File: src/rtl/bop_it_game_ctrl.sv
// Bop-It game controller: issues pseudo-random action commands, times the
// player's response, keeps the score and shrinks the window as play goes on.
// Ports:
//   clk, rst   - clock, asynchronous active-high reset
//   start      - debounced start button (level, rising edge used)
//   btn[2:0]   - debounced action buttons, btn[i] answers command i
//   command    - 00/01/10 action, 11 game over (registered)
//   score      - 0..99 binary score (registered)
//   game_over  - high in OVER (registered)
//   busy       - high in ISSUE, WAIT and GAP (registered)
module bop_it_game_ctrl #(
  parameter int         WINDOW_INIT = 100000000,
  parameter int         WINDOW_STEP = 10000000,
  parameter int         WINDOW_MIN  = 30000000,
  parameter int         GAP_CYCLES  = 25000000,
  parameter int         CW          = 27,
  parameter logic [7:0] LFSR_SEED   = 8'hA5
) (
  input  logic       clk,
  input  logic       rst,
  input  logic       start,
  input  logic [2:0] btn,
  output logic [1:0] command,
  output logic [6:0] score,
  output logic       game_over,
  output logic       busy
);

  typedef enum logic [2:0] {
    IDLE, ISSUE, WAIT, GAP, OVER
  } state_t;

  localparam logic [CW-1:0] W_INIT = CW'(WINDOW_INIT);
  localparam logic [CW-1:0] W_STEP = CW'(WINDOW_STEP);
  localparam logic [CW-1:0] W_MIN  = CW'(WINDOW_MIN);
  localparam logic [CW-1:0] W_THR  = CW'(WINDOW_MIN + WINDOW_STEP);
  localparam logic [CW-1:0] G_LEN  = CW'(GAP_CYCLES);
  localparam logic [CW-1:0] T_ONE  = CW'(1);

  state_t        state, state_n;
  logic [7:0]    lfsr;
  logic [2:0]    btn_q;
  logic          start_q;
  logic [2:0]    btn_rise;
  logic          start_rise;
  logic [CW-1:0] timer;
  logic [CW-1:0] window;
  logic [CW-1:0] window_dec;
  logic [1:0]    cmd_q, cmd_n;
  logic [2:0]    want;
  logic          hit, miss, last, milestone, t_end;
  logic [6:0]    score_inc;
  logic [1:0]    command_d;
  logic          game_over_d, busy_d;

  assign btn_rise   = btn & ~btn_q;
  assign start_rise = start & ~start_q;
  assign want       = 3'b001 << cmd_q;
  // Any edge outside the commanded button loses, even alongside a good one.
  assign miss       = |(btn_rise & ~want);
  assign hit        = (btn_rise == want);
  assign score_inc  = score + 7'd1;
  assign last       = (score_inc == 7'd99);
  assign milestone  = ((score_inc % 7'd10) == 7'd0);
  assign t_end      = (timer == T_ONE);
  // Clamp to the floor without ever wrapping below zero.
  assign window_dec = (window >= W_THR) ? window - W_STEP : W_MIN;
  assign cmd_n      = (state == ISSUE) ? 2'(lfsr % 8'd3) : cmd_q;

  always_ff @(posedge clk or posedge rst) begin
    if (rst) state <= IDLE;
    else     state <= state_n;
  end

  always_comb begin
    state_n = state;
    unique case (state)
      IDLE:  if (start_rise) state_n = ISSUE;
      ISSUE: state_n = WAIT;
      WAIT: begin
        if (miss)       state_n = OVER;
        else if (hit)   state_n = last ? OVER : GAP;
        else if (t_end) state_n = OVER;
      end
      GAP:   if (t_end) state_n = ISSUE;
      OVER:  if (start_rise) state_n = ISSUE;
      default: state_n = IDLE;
    endcase
  end

  // Outputs are decoded from the next state and registered.
  always_comb begin
    game_over_d = (state_n == OVER);
    busy_d      = (state_n == ISSUE) ||
                  (state_n == WAIT) ||
                  (state_n == GAP);
    unique case (state_n)
      IDLE:    command_d = 2'b00;
      OVER:    command_d = 2'b11;
      default: command_d = cmd_n;
    endcase
  end

  always_ff @(posedge clk or posedge rst) begin
    if (rst) begin
      command   <= 2'b00;
      game_over <= 1'b0;
      busy      <= 1'b0;
    end else begin
      command   <= command_d;
      game_over <= game_over_d;
      busy      <= busy_d;
    end
  end

  always_ff @(posedge clk or posedge rst) begin
    if (rst) begin
      lfsr    <= LFSR_SEED;
      btn_q   <= 3'b000;
      start_q <= 1'b0;
      score   <= 7'd0;
      window  <= W_INIT;
      timer   <= '0;
      cmd_q   <= 2'b00;
    end else begin
      lfsr    <= {lfsr[6:0], lfsr[7] ^ lfsr[5] ^ lfsr[4] ^ lfsr[3]};
      btn_q   <= btn;
      start_q <= start;
      cmd_q   <= cmd_n;
      unique case (state)
        IDLE, OVER: begin
          if (start_rise) begin
            score  <= 7'd0;
            window <= W_INIT;
          end
        end
        ISSUE: timer <= window;
        WAIT: begin
          if (miss) begin
            timer <= timer;
          end else if (hit) begin
            score <= score_inc;
            if (milestone) window <= window_dec;
            timer <= G_LEN;
          end else begin
            timer <= timer - T_ONE;
          end
        end
        GAP: timer <= timer - T_ONE;
        default: timer <= timer;
      endcase
    end
  end

endmodule
File: config.mk
export PLATFORM = sky130hd
export DESIGN_NAME = bop_it_game_ctrl
export DESIGN_NICKNAME = d
export VERILOG_FILES = /design/src/rtl/bop_it_game_ctrl.sv
export SDC_FILE = /design/constraint.sdc
export NUM_CORES = 1
export LEC_CHECK = 0
export CAP_MARGIN = 10
export CELL_PAD_IN_SITES_DETAIL_PLACEMENT = 1
export CELL_PAD_IN_SITES_GLOBAL_PLACEMENT = 1
export CORE_MARGIN = 8
export CORE_UTILIZATION = 51
export DETAILED_ROUTE_END_ITERATION = 10
export GPL_TIMING_DRIVEN = 1
export PLACE_DENSITY_LB_ADDON = 0.2
export SLEW_MARGIN = 20
export SYNTH_ARGS = -nofsm -noshare
export SYNTH_HDL_FRONTEND = slang
export SYNTH_SLANG_ARGS = --single-unit
File: constraint.sdc
create_clock -name clk -period 9.4 [get_ports clk]
set_input_delay 1.88 -clock clk [delete_from_list [all_inputs] [get_ports clk]]
set_output_delay 1.88 -clock clk [all_outputs]
set_load 0.01 [all_outputs]
==> out/metrics.yaml, run 1 <==
drc: 0
wl_um: 15790
ys.flop_type: "dfrtp_1"
grt_max_degree: 76
cp-start-kind: "register"
htreeDepth: 3
final_area_sq_mm: 0.005707
path_clk_slew_ps: 100
fin_nets: 663
synth-async-reset-ratio_pct: 100.0
crit_chain: "ha_1 -> nor2_1 -> a21oi_1 -> o22ai_1 -> a21o_1 -> a211oi_1 -> ha_1 -> nor2_1 -> a211o_1 -> a221oi_1 -> nand4_1 -> a211oi_4 -> o31ai_1 -> a221o_1"
grt_pass1_vias: 5468
design.core.area_sq_mm: 0.01028
synth_most_common_cell: "nand2_1"
die_y_um: 118.5
cts_max_path_buffers: 2
firstDrtPassIters: 5
cts_sinks: 75
p_leak_uw: 0.002265
critPathBufInv: 0
post_synth_main_area_contributors: "dfrtp_1 (28%), dfstp_2 (7.8%), o21ai_0 (4.9%), a21oi_1 (4.8%), nand2_1 (4.3%)"
gp_congestion: 0.8717
avgSynthCellArea_sq_um: 8.146
fin_cells: 785
vias_per_cell: 6.549
die_w_um: 118.5
cts_hold_buf: 0
ant_nets: 0
peakVddDrop_uv: 117.6
powerDensity_mw_per_mm2: 238.0
rsz0062_at_grt: "no"
crit_family: "compound AO/OA/AOI/OAI gates"
final_hold_viol_count: 0
maxSlewHeadroom_pct: 33.87
place_area_sq_mm: 0.005500
grt_pass1_wl_um: 26750
yosysUniqueCellTypes: 70
hpwl_um: 10930
clk_latency_ps: 370
overflow: 0
synthTopCellsByCount: "nand2_1 (62), dfrtp_1 (59), nor2_1 (55)"
slowest_delay_ps: 880
period_needed_ps: 5090
dr_total_vias: 5141
syn-cell-area_sq_mm: 0.005360
grtUsageTotal_pct: 22.52
max-cap-violations: 0
first_iter_violations: 289
synth_edf_count: 0
cts_root_buffer: "clkbuf_8"
die_area_sq_mm: 0.01405
synth.top_cell.area_share_pct: 27.54
timing.final.crit_share_pct: 54.15
worstMarginPinSlew_ps: 991.9
worstSetupPathType: "reg2reg"
io_buffers: 16
num_rows: 37
ys_ff_latch: 75
syn-instance-count: 658
synth_top_area_cell: "dfrtp_1"
slew_violations: 0
worstPathMaxFanout: 25
syn_nets: 677
cts_buffers: 9
initial_utilization_pct: 52.15
drt-wirelength-per-cell_um: 20.12
critPathRequiredTime_ps: 9690
ctsResizeCount: 0
holdCritPathClass: "reg2reg"
postCtsSetupRepairBufs: 0
setup-tns-final_ps: 0
nFillCells: 1272
num_antenna_cells: 0
slowest_stage: "a211oi_4"
synth_warnings: 0
cp-end-kind: "register"
syn_to_final_growth_pct: 6.466
cp_data_arrival_time_ps: 5380
fmax_mhz: 196.5
io_pins: 17
fin_skew_ps: 11.99
antenna_found_initial: 0
setup_viol: 0
cts_tree: "done"
dpl.cell_count: 769
status: "complete, no violations"
seq_area_frac_synth_pct: 35.39
drive_gt1_share_pct: 8.937
## layout make-up
class / count / area (sq um) / share of cell area (%)
clock buffer: 9 / 123.9 / 2.171
sequential: 75 / 1897 / 33.24
clock inverter: 7 / 82.58 / 1.447
multi-input combinational: 517 / 3164 / 55.45
timing repair buffer: 20 / 190.2 / 3.333
tap: 136 / 170.2 / 2.982
inverter: 21 / 78.83 / 1.381
## state kept, by name (all words and copies together) (netlist names)
signal,count
command,2
score,7
busy,1
timer,27
game_over,1
btn_q,3
start_q,1
window,20
state,3
lfsr,8
cmd_q,2
## final timing paths
path / to / slack, ps / cells past startpoint / start
max in group asynchronous: score[0]$_DFFE_PP0P_ / 6630 / 3 / rst
max: window[13]$_DFFE_PP1P_ / 4310 / 14 / score[0]$_DFFE_PP0P_
min reg2reg: lfsr[5]$_DFF_PP1_ / 400 / 0 / lfsr[4]$_DFF_PP0_
min: lfsr[5]$_DFF_PP1_ / 400 / 0 / lfsr[4]$_DFF_PP0_
min in group asynchronous: timer[7]$_DFFE_PP0P_ / 2140 / 3 / rst
max reg2reg: window[13]$_DFFE_PP1P_ / 4310 / 14 / score[0]$_DFFE_PP0P_
## stage by stage
step	total power, uW	hold slack, ps	setup slack [ps]	util (%)
5_1_grt	1450	420.8	3877	55.53
2_1_floorplan	901.7	367.5	5464	-
3_5_place_dp	1073	381.3	4283	53.52
6_report	1358	398.6	4310	55.53
4_1_cts	1352	399.8	4349	55.53
3_3_place_gp	1040	371.0	4440	53.52
## layer usage
metal	global-route usage, %	part of all wire, %	vias up
li1	-	-	2386
met1	27.97	45	2619
met2	37.94	50	101
met3	4.141	3.0	35
met4	8.933	2.6	0
met5	0	0	-
## layout by cell type (no fill, tap or decap), types with 5 or more instances in the layout
| cell type | netlist | final |
|---|---|---|
| nand2b_1 | 16 | 16 |
| a211o_1 | 7 | 7 |
| and3_1 | 6 | 6 |
| nor3b_1 | 5 | 5 |
| nor2b_1 | 16 | 16 |
| clkdlybuf4s50_1 | 0 | 16 |
| dfrtp_1 | 59 | 59 |
| o31ai_1 | 8 | 8 |
| ha_1 | 13 | 13 |
| a211oi_1 | 8 | 8 |
| xnor2_1 | 9 | 9 |
| mux2i_1 | 11 | 11 |
| o22a_1 | 6 | 6 |
| o22ai_1 | 9 | 9 |
| nand3_1 | 16 | 16 |
| a31oi_1 | 18 | 18 |
| o211ai_1 | 5 | 5 |
| nand2_1 | 62 | 62 |
| dfstp_2 | 16 | 16 |
| or2_2 | 8 | 8 |
| nor2_1 | 55 | 55 |
| o21ai_0 | 53 | 53 |
| nor3_1 | 37 | 37 |
| a21oi_1 | 51 | 51 |
| inv_1 | 20 | 19 |
| nor4_1 | 9 | 9 |
| or3_1 | 17 | 17 |
| clkbuf_8 | 0 | 9 |
## logic make-up after synthesis
group | share of synthesized area [%]
simple gates | 25.72
compound gates | 24.56
flops | 35.39
buf+inv | 5.579
xor+xnor | 3.035
mux | 2.684
fa+ha+maj | 3.035
## power by group
part | switching (uW) | internal, uW
combinational | 347 | 196
clock | 152 | 128
sequential | 121 | 415
total | 620 | 739
(Power assumes the default switching activity.)
==> inputs of run 2 (changes only) <==
--- a/config.mk
+++ b/config.mk
@@ -9,7 +9,7 @@
 export CELL_PAD_IN_SITES_DETAIL_PLACEMENT = 1
 export CELL_PAD_IN_SITES_GLOBAL_PLACEMENT = 1
 export CORE_MARGIN = 8
-export CORE_UTILIZATION = 51
+export CORE_UTILIZATION = 43
 export DETAILED_ROUTE_END_ITERATION = 10
 export GPL_TIMING_DRIVEN = 1
 export PLACE_DENSITY_LB_ADDON = 0.2
==> constraint.sdc (replaced) <==
create_clock -name clk -period 4.1 [get_ports clk]
set_input_delay 0.82 -clock clk [delete_from_list [all_inputs] [get_ports clk]]
set_output_delay 0.82 -clock clk [all_outputs]
set_load 0.01 [all_outputs]
==> out/metrics.yaml, run 2 (synthesized netlist as in run 1, its figures left out) <==
worstHoldPathCells: 0
p_comb_share_pct: 38.0
p_sw_uw: 1378
power_frac_seq_pct: 37.2
cts_max_path_buffers: 2
regMostFlops: "timer"
slowest_delay_ps: 630
postCtsSetupRepairBufs: 0
die_area_sq_mm: 0.01629
ant_nets: 0
initial_utilization_pct: 44.26
gp_congestion: 0.8720
layout_common_cells: "nand2_1 (62), dfrtp_1 (58), nor2_1 (55), o21ai_0 (53), a21oi_1 (51)"
rsz0062_at_grt: "no"
reg_top3: "timer x27, window x20, lfsr x8"
setup-tns-final_ps: 0
clk_latency_ps: 340
grt_pass1_vias: 5364
status: "complete, no violations"
fmax_mhz: 255.4
final_area_sq_mm: 0.005997
mostFrequentLayoutCell: "nand2_1"
path_clk_slew_ps: 60
grtUsageTotal_pct: 20.62
firstDrtPassIters: 4
crit_chain: "or3b_2 -> a31oi_1 -> nor3b_1 -> a211oi_2 -> ha_2 -> or3_1 -> a21oi_1 -> a221oi_2 -> a211o_1 -> a211oi_4 -> buf_12 -> o31ai_1 -> a221o_1"
die_w_um: 127.7
htreeDepth: 3
slowest_stage: "dfrtp_1"
syn_to_final_growth_pct: 11.88
swShare_pct: 41.81
worstPathMaxFanout: 25
worstMarginPinSlew_ps: 922.0
cts_buffers: 9
cp-end-kind: "register"
internal_power_uw: 1917
num_rows: 40
timing.rr.start: "score[4]$_DFFE_PP0P_"
overflow: 0
grt_max_degree: 43
largest_register_ff_count: 27
hold-path-endpoint: "lfsr[5]$_DFF_PP1_"
fin_nets: 679
num_antenna_cells: 0
antenna_found_initial: 0
cp-start-kind: "register"
slew_violations: 0
crit_start: "score[4]$_DFFE_PP0P_"
r2r_slack_ps: 180
ff2ff_path_depth: 13
io_pins: 17
cts_hold_buf: 0
place_area_sq_mm: 0.005673
timing.final.crit_share_pct: 95.50
drt-wirelength-per-cell_um: 19.43
cts_sinks: 75
maxSlewHeadroom_pct: 38.45
cts_tree: "done"
clkPwrFrac_pct: 24.8
final_hold_viol_count: 0
setup_viol: 0
grt_pass1_wl_um: 27400
cts_root_buffer: "clkbuf_16"
drive_gt1_share_pct: 11.88
design.core.area_sq_mm: 0.01211
powerDensity_mw_per_mm2: 549.5
wl_um: 16190
drc: 0
critPathRequiredTime_ps: 4370
period_needed_ps: 3915
regToRegEndpoint: "window[13]$_DFFE_PP1P_"
vias_per_cell: 6.152
fin_skew_ps: 5.080
peakVddDrop_uv: 413.6
dr_total_vias: 5125
first_iter_violations: 329
p_leak_uw: 0.002403
hpwl_um: 11520
die_y_um: 127.7
holdCritStartpoint: "lfsr[4]$_DFF_PP0_"
io_buffers: 16
holdCritPathClass: "reg2reg"
worstSetupPathType: "reg2reg"
ctsResizeCount: 0
max-cap-violations: 0
cp_data_arrival_time_ps: 4180
-- run 2: final cells by class --
class                      count  area (sq um)
clock inverter                 4         48.80
tap                          168         210.2
sequential                    75          1898
inverter                      21         78.83
fill                        1492          6115
multi-input combinational    517          3182
clock buffer                  12         256.5
timing repair buffer          36         322.8
-- run 2: power by group through the flow --
stage | combinational (uW) | sequential (uW) | clock [uW]
2_1_floorplan | 972 | 1100 | 0
3_3_place_gp | 1200 | 1210 | 0
3_5_place_dp | 1240 | 1230 | 0
4_1_cts | 1260 | 1220 | 834
5_1_grt | 1410 | 1260 | 858
6_report | 1250 | 1220 | 817
-- run 2: how the worst max path moves through the flow --
stage                     slack (ps)                      to  cells past startpoint
after detailed placement          30  window[19]$_DFFE_PP0P_                     13
after floorplan                  250  window[21]$_DFFE_PP1P_                     15
after global routing              10  window[13]$_DFFE_PP1P_                     13
after global placement           270  window[13]$_DFFE_PP1P_                     13
after CTS                         30  window[14]$_DFFE_PP1P_                     13
final                            180  window[13]$_DFFE_PP1P_                     13
-- run 2: metrics by stage --
step	utilization [%]	hold slack [ps]	setup slack [ps]	total power [uW]	std cells
floorplan	-	367.5	246.0	2067	658
global placement	46.84	379.5	267.0	2411	817
detailed placement	46.84	394.3	33.81	2472	817
CTS	49.36	403.9	26.09	3310	833
global route	49.51	409.5	9.975	3527	833
finish	49.51	404.2	184.6	3295	833
-- run 2: worst max-delay path: cells and delay by family, from the launching register on --
kind                       cells  cell delay [ps]
AOI/OAI and AO/OA              8             1670
and+or+nand+nor                3             1100
DFF                            1              630
adders and majority gates      1              220
buffers and inverters          1              200
-- run 2: routing by layer --
metal | track usage (%) | part of all wire, %
met1 | 25.39 | 44
met2 | 35.69 | 51
met3 | 3.869 | 2.9
met4 | 6.364 | 1.8
met5 | 0 | 0
==> inputs of run 3 (changes only) <==
--- a/config.mk
+++ b/config.mk
@@ -10,6 +10,7 @@
 export CELL_PAD_IN_SITES_GLOBAL_PLACEMENT = 1
 export CORE_MARGIN = 8
 export CORE_UTILIZATION = 43
+export CTS_CLUSTER_DIAMETER = 80
 export DETAILED_ROUTE_END_ITERATION = 10
 export GPL_TIMING_DRIVEN = 1
 export PLACE_DENSITY_LB_ADDON = 0.2
==> results of run 3 <==
Same layout as run 2: the final DEF is identical, and so are final timing and power.
